[config.mk]
export PLATFORM = sky130hd
export DESIGN_NAME = multicycle_ctrl
export DESIGN_NICKNAME = d
export VERILOG_FILES = /design/src/rtl/multicycle_ctrl.sv
export SDC_FILE = /design/constraint.sdc
export NUM_CORES = 1
export LEC_CHECK = 0
export CORE_ASPECT_RATIO = 2
export CORE_MARGIN = 3
export CORE_UTILIZATION = 36
export DETAILED_ROUTE_END_ITERATION = 6
export GPL_TIMING_DRIVEN = 0
export PLACE_DENSITY = 0.86
export SLEW_MARGIN = 20
export SYNTH_ARGS = -nofsm -noshare
export SYNTH_HDL_FRONTEND = slang
export SYNTH_SLANG_ARGS = --single-unit
[constraint.sdc]
create_clock -name clk -period 1.6 [get_ports clk]
set_input_delay 0.16 -clock clk [delete_from_list [all_inputs] [get_ports clk]]
set_output_delay 0.16 -clock clk [all_outputs]
set_load 0.05 [all_outputs]
[src/rtl/multicycle_ctrl.sv]
// Multicycle instruction-sequencing controller: FETCH/DECODE/EXEC/MEM/WB.
// Optional retired-instruction counter port `instret` when MULTICYCLE_INSTRET_EN is defined.
module multicycle_ctrl #(
    parameter int unsigned DATA_WIDTH = 32
) (
    input  logic                  clk,
    input  logic                  rst_n,
    input  logic                  instr_valid,
    output logic                  instr_ready,
    input  logic [DATA_WIDTH-1:0] instr,
    input  logic                  mem_ready,
    output logic [2:0]            ImmSrc,
    output logic [DATA_WIDTH-1:0] ir_q,
    output logic                  mem_req,
    output logic                  mem_we,
    output logic                  reg_we,
    output logic                  pc_load,
    output logic                  retire,
    output logic                  illegal,
    output logic                  busy
`ifdef MULTICYCLE_INSTRET_EN
   ,output logic [31:0]           instret
`endif
);

    // Immediate-format codes shared with sign_extend (same values as def.sv).
    localparam logic [2:0] SIGN_EXTEND_I  = 3'd0;
    localparam logic [2:0] SIGN_EXTEND_S  = 3'd1;
    localparam logic [2:0] SIGN_EXTEND_B  = 3'd2;
    localparam logic [2:0] SIGN_EXTEND_U  = 3'd3;
    localparam logic [2:0] SIGN_EXTEND_J  = 3'd4;
    localparam logic [2:0] SIGN_EXTEND_I5 = 3'd5;

    typedef enum logic [2:0] {
        FETCH,
        DECODE,
        EXEC,
        MEM,
        WB
    } state_t;

    typedef enum logic [2:0] {
        CLS_ALU,
        CLS_LOAD,
        CLS_STORE,
        CLS_BRANCH,
        CLS_JUMP,
        CLS_ILLEGAL
    } op_class_t;

    state_t                state_q, state_d;
    logic [DATA_WIDTH-1:0] ir_d;
    logic [2:0]            imm_src_q, imm_src_d;
    op_class_t             op_class;
    logic [2:0]            imm_dec;
    logic [6:0]            opcode;
    logic [2:0]            funct3;

    assign opcode = ir_q[6:0];
    assign funct3 = ir_q[14:12];
    assign ImmSrc = imm_src_q;

    always_comb begin
        op_class = CLS_ILLEGAL;
        imm_dec  = SIGN_EXTEND_I;
        case (opcode)
            7'b0000011: begin op_class = CLS_LOAD;   imm_dec = SIGN_EXTEND_I; end
            7'b0100011: begin op_class = CLS_STORE;  imm_dec = SIGN_EXTEND_S; end
            7'b1100011: begin op_class = CLS_BRANCH; imm_dec = SIGN_EXTEND_B; end
            7'b0110111,
            7'b0010111: begin op_class = CLS_ALU;    imm_dec = SIGN_EXTEND_U; end
            7'b1101111: begin op_class = CLS_JUMP;   imm_dec = SIGN_EXTEND_J; end
            7'b1100111: begin op_class = CLS_JUMP;   imm_dec = SIGN_EXTEND_I; end
            7'b0010011: begin
                op_class = CLS_ALU;
                imm_dec  = (funct3 == 3'b001 || funct3 == 3'b101) ? SIGN_EXTEND_I5
                                                                  : SIGN_EXTEND_I;
            end
            7'b0110011: begin op_class = CLS_ALU;    imm_dec = SIGN_EXTEND_I; end
            default:    begin op_class = CLS_ILLEGAL; imm_dec = SIGN_EXTEND_I; end
        endcase
    end

    // All control outputs decode from state_q/ir_q; only mem_ready may act combinationally.
    always_comb begin
        state_d     = state_q;
        ir_d        = ir_q;
        imm_src_d   = imm_src_q;
        instr_ready = 1'b0;
        mem_req     = 1'b0;
        mem_we      = 1'b0;
        reg_we      = 1'b0;
        pc_load     = 1'b0;
        retire      = 1'b0;
        illegal     = 1'b0;
        unique case (state_q)
            FETCH: begin
                instr_ready = 1'b1;
                if (instr_valid) begin
                    ir_d    = instr;
                    state_d = DECODE;
                end
            end
            DECODE: begin
                if (op_class == CLS_ILLEGAL) begin
                    illegal = 1'b1;
                    state_d = FETCH;
                end else begin
                    imm_src_d = imm_dec;
                    state_d   = EXEC;
                end
            end
            EXEC: begin
                case (op_class)
                    CLS_BRANCH: begin
                        pc_load = 1'b1;
                        retire  = 1'b1;
                        state_d = FETCH;
                    end
                    CLS_JUMP: begin
                        pc_load = 1'b1;
                        state_d = WB;
                    end
                    CLS_LOAD,
                    CLS_STORE: state_d = MEM;
                    default:   state_d = WB;
                endcase
            end
            MEM: begin
                mem_req = 1'b1;
                mem_we  = (op_class == CLS_STORE);
                if (mem_ready) begin
                    if (op_class == CLS_STORE) begin
                        retire  = 1'b1;
                        state_d = FETCH;
                    end else begin
                        state_d = WB;
                    end
                end
            end
            WB: begin
                reg_we  = 1'b1;
                retire  = 1'b1;
                state_d = FETCH;
            end
            default: state_d = FETCH;
        endcase
    end

    assign busy = (state_q != FETCH);

    always_ff @(posedge clk or negedge rst_n) begin
        if (!rst_n) begin
            state_q   <= FETCH;
            ir_q      <= '0;
            imm_src_q <= SIGN_EXTEND_I;
        end else begin
            state_q   <= state_d;
            ir_q      <= ir_d;
            imm_src_q <= imm_src_d;
        end
    end

`ifdef MULTICYCLE_INSTRET_EN
    logic [31:0] instret_q, instret_d;

    assign instret_d = instret_q + {31'b0, retire};
    assign instret   = instret_q;

    always_ff @(posedge clk or negedge rst_n) begin
        if (!rst_n) begin
            instret_q <= '0;
        end else begin
            instret_q <= instret_d;
        end
    end
`endif

endmodule

Word level (Yosys, flattened, before mapping)
Index checks and enable logic that the tools add are counted.
- eq/ne operators: 22
- mux-type cells: 21
- bitwise gates (word level): 1
- reduce and logical (&&, ||, !) cells: 11
- operators by type and width (cell ; count):
    $pmux W3 S5 ; 2
    $eq A7 B6 Y1 const B ; 3
    $eq A7 B7 Y1 const B ; 3
    $eq A7 B5 Y1 const B ; 2
    $eq A3 B2 Y1 const B ; 4
    $eq A3 B3 Y1 const B ; 4
    $mux W3 ; 4
    $pmux W3 S4 ; 1
    $mux W1 ; 11
    $eq A3 B1 Y1 const B ; 3
    $reduce_or A2 Y1 ; 4
    $eq A7 B2 Y1 const B ; 1
    $pmux W3 S2 ; 1
    $reduce_and A2 Y1 ; 3
    $ne A2 B2 Y1 const B ; 2
    $reduce_or A4 Y1 ; 1
    $logic_not A3 Y1 ; 1
    $pmux W1 S3 ; 1
    $reduce_bool A3 Y1 ; 1
    $mux W2 ; 1
    $logic_or A1 B1 Y1 ; 1
    $not A1 Y1 ; 1
- register bits after elaboration: 38
- bits of input ports: 36
- output and inout bits: 43
- word-level logic and storage cells: 58

Depth between registers and ports, before layout
- depth in word-level cells: 7
- mapped depth: 7
- depth with buffers taken out: 4

Worst setup path after synthesis
Ideal clock, no wire load.
- path type: reg2reg
- from: register state_q[0]
- to: register ir_q[15]
- library setup time: 0.128 ns
- data arrival time: 2.563 ns
- data required time: 1.472 ns
- setup slack: -1.090 ns
- stages on the path, launching flop included: 7
- buffers on the path: 3
- period minus slack after synthesis: 2.690 ns
- path through: dfrtp_1 -> buf_2 -> nor3_1 -> and2_1 -> buf_4 -> buf_2 -> mux2_1
- longest elaborated chain between the ends: 2
- RTL lines (what ; line ; RTL):
    start, declared ; 51 ; state_t state_q, state_d;
    start signal, assigned ; 158 ; state_q <= state_d;
    $logic_not A3 Y1 ; 96 ; unique case (state_q)
    $reduce_and A2 Y1 (no line) ; - ;
    end signal, assigned ; 159 ; ir_q <= ir_d;
    end, declared ; 13 ; output logic [DATA_WIDTH-1:0] ir_q,
No other way between the ends.
A chain may end at the register's enable or synchronous reset.

Worst setup path after layout
- from: register ir_q[4]
- to: output pc_load
- longest elaborated chain between the ends: 7
- elaborated cells between the ends (all ways): 17
- classes of those cells: eq/ne: 11; mux: 3; reduce/logical: 3
- RTL lines (what ; line ; RTL):
    $eq A7 B5 Y1, or another cell as far along ; 66 ; case (opcode)
    $reduce_or A4 Y1 (no line) / $reduce_or A2 Y1 (equally long branches) ; - ;
    $pmux W3 S5 (*) ; 66 ;
    $eq A3 B2 Y1 / $eq A3 B3 Y1 (equally long branches) ; 114 ; case (op_class)
    $reduce_or A2 Y1 (no line) (*) ; - ;
    $mux W1 (*) ; 114 ;
    $mux W1 (*) ; 96 ;
    end, declared ; 17 ; output logic pc_load,
Mark *: on every way between the ends. The rest lies on a longest branch, timed or not.

==> impl_metrics.csv <==
group,metric,value,unit
status,run_status,"complete, but fails checks",
status,failed_checks,"setup timing",
synthesis,gate_count_of_the_mapped_netlist,128,
sta,final.setup.tns,-1.39,ns
synthesis,ys.flop_type,"dfrtp_1",
clock_network,cts_tree,"built",
sta,max_slew_margin,0.656,
global_route,groute.layer.met3.usage,0.0350,
finish,layout.cells.most_common,"dlygate4sd2_1",
detailed_routing,antenna_left,0,
finish,share_of_final_layout_standard_cells_stronger_than_drive_strength_1,0.403,
sta,unrepaired_setup_endpoints_after_global_routing,"yes",
clock_network,cts-buffers-inserted,5,
sta,final_hold_viol_count,0,
synthesis,xor_xnor_share_of_the_synthesized_area,0,
global_route,pin_count_of_the_biggest_net_entering_global_routing,33,
clock_network,clk_root_buffer_cell,"clkbuf_8",
global_route,grtUsageMet2,0.348,
floorplan,io-pin-count,79,
sta,post-route-worst-setup-slack,-0.270,ns
global_route,grt_pass1_vias,1502,
sta,worst_slew_pin_slew,0.518,ns
sta,worst_clock_skew,0.0129,ns
synthesis,number_of_distinct_library_cells_after_synthesis,28,
synthesis,yosysWarnings,0,
finish,filler_cell_count,334,
placed_design,place_worst_setup_slack,-0.658,ns
detailed_routing,route.detailed.vias_per_inst,4.92,
synthesis,synth_seq_cells,38,
job,cap_viol_max_count,0,
synthesis,syn_nets,164,
placed_design,placement.io_buffers,78,
sta,maxClockFrequency,535,MHz
power_and_ir_drop,leakagePower,1.42,nW
clock_network,cts_htree_levels,2,
detailed_routing,post-route-drc-count,0,
sta,maxSlewViolCount,0,
floorplan,core_area,4380,µm²
synthesis,post_synth.cell_area_avg,13.0,µm²
global_route,grt_first_pass_wirelength,7150,µm
synthesis,netlist_area,1660,µm²
global_route,grt_busiest_layer,"met2",
finish,final_net_count,271,
synthesis,largest_family_of_logic_cells_by_synthesized_area,"multiplexers",
finish,antenna_cells_inserted,0,
detailed_routing,drt_wl_total,4690,µm
sta,report.final.setup_viol,13,
synthesis,synth-edff-count,0,
clock_network,clk_path_buf_depth,2,
clock_network,tritoncts_num_sinks,38,
floorplan,floorplan.initialDensity,0.379,
hold_path,hp-class,"input pin to async pin",
critical_path,timing_worst_setup_path_type,"flip-flop to output pin",
power_and_ir_drop,power.ir.vdd_worst,1.32,mV
sta,final_cycle_share,1.17,
floorplan,design.die.area,5510,µm²
floorplan,rows,34,
critical_path,worstSetupEndpointType,"output pin",
detailed_routing,first_iter_violations,22,
detailed_routing,avgRoutedWirePerCell,16.2,µm
finish,syn_to_final_growth,80.9,%
synthesis,register_area_share_after_synthesis,0.573,
critical_path,worst-path-max-fanout,4,
clock_network,worst_skew_late_latency,0.28,ns
sta,time_the_worst_path_needs_with_i_o_delays_and_setup,1.87,ns
global_route,met1_usage,0.184,
placed_design,gp_congestion,0.796,
detailed_routing,routed-via-count,1427,
clock_network,clk_pin_slew_worst_paths,0.08,ns
synthesis,share_of_async_settable_or_async_resettable_flops_after_synthesis,1.00,
critical_path,regToRegSetupSlack,-0.21,ns
synthesis,synth_compound_area_frac,0.0535,
floorplan,die_height,102,µm
finish,final_cell_mix,"35 x dlygate4sd2_1, 34 x clkdlybuf4s50_1, 32 x mux2_4",
global_route,grt_overflow,0,
critical_path,cp.required,1.44,ns
power_and_ir_drop,powerDensity,2290,nW/µm²
synthesis,synth.area.mux_share,0.224,
synthesis,synthAdderAreaFrac,0,
synthesis,yosys.area_share.simple,0.118,
placed_design,detailedPlacementHpwl,3300,µm
floorplan,die_w,54.0,µm
global_route,grt_usage,0.180,
detailed_routing,detailedRoute.firstPassIterationCount,4,
global_route,antenna_found_initial,0,
critical_path,arrival,1.71,ns
critical_path,setup.worst_path.start_class,"flip-flop",
## flip-flops by register name (all words and copies together) (netlist names)
signal	count
ir_q	32
ImmSrc	3
state_q	3
## through the flow
| step | cell area [µm²] | hold slack [ns] | util | power (mW) | cells |
|---|---|---|---|---|---|
| CTS | 2900 | 0.246 | 0.661 | 6.70 | 285 |
| global route | 3000 | 0.264 | 0.685 | 7.19 | 290 |
| global placement | 2690 | 0.469 | 0.615 | 6.02 | 260 |
| floorplan | 1840 | -0.136 | - | 4.74 | 128 |
| detailed placement | 2710 | 0.0141 | 0.618 | 6.08 | 261 |
| finish | 3000 | 0.246 | 0.685 | 6.87 | 290 |
## kinds of logic (layout without fill, tap and decap cells)
family | after synthesis | count (layout)
AOI/OAI and AO/OA | 13 | 13
and+or+nand+nor | 35 | 35
buffers and inverters | 10 | 118
muxes | 32 | 32
DFF | 38 | 38
## power breakdown
| part | switching (mW) | total, mW | internal, mW | leakage, nW |
|---|---|---|---|---|
| sequential | 0.310 | 1.74 | 1.43 | 0.446 |
| combinational | 2.73 | 4.52 | 1.79 | 0.937 |
| clock | 0.298 | 0.607 | 0.309 | 0.0395 |
## critical path, cell delays in order (launching register included)
cell      delay, ns
dfrtp_2        0.43
or4_4          0.57
a211oi_4       0.26
buf_6          0.18
## synthesized netlist by cell type, drive strengths merged (2+ instances only)
cell	count	area share
nand3b	3	0.014
inv	5	0.011
dfrtp	38	0.57
o21ai	6	0.018
a211oi	2	0.0090
nor3	3	0.0090
nand3	2	0.0060
buf	5	0.020
mux2	32	0.22
nor2b	3	0.011
nand2b	3	0.011
nand2	11	0.025
o22ai	2	0.0075
nor2	3	0.0068
## repair_timing
item	in CTS	in global routing
setup endpoints to repair	69	36
gates cloned	0	2
resized for setup	83	14
setup buffers	15	5
hold buffers	1	0
endpoints found under the hold margin	38	0
pin swaps	2	7
## worst paths after layout
check / start / to / cells past startpoint
max in group asynchronous: rst_n / state_q[2]$_DFFE_PN0P_ / 3
setup / recovery: ir_q[4]$_DFFE_PN0P_ / pc_load / 3
hold / removal: rst_n / ir_q[5]$_DFFE_PN0P_ / 2
setup reg to reg: ir_q[4]$_DFFE_PN0P_ / ImmSrc[2]$_DFFE_PN0N_ / 4
min in group clk: instr[3] / ir_q[3]$_DFFE_PN0P_ / 3
hold reg to reg: ir_q[19]$_DFFE_PN0P_ / ir_q[19]$_DFFE_PN0P_ / 1
## layout make-up
cell class | instances | area, µm² | share of cell area
Sequential cell | 38 | 962 | 0.321
Timing Repair Buffer | 101 | 962 | 0.321
Multi-Input combinational cell | 80 | 845 | 0.281
Clock buffer | 8 | 80.1 | 0.0267
Tap cell | 54 | 67.6 | 0.0225
Buffer | 4 | 66.3 | 0.0221
Inverter | 5 | 18.8 | 0.00625
## routing by layer
metal  wire (µm)  share of wire
met4          57          0.012
met3         207          0.044
met2        2830           0.60
met1        1590           0.34
met5           0              0
Note: power is estimated with default switching activity, not from simulation.
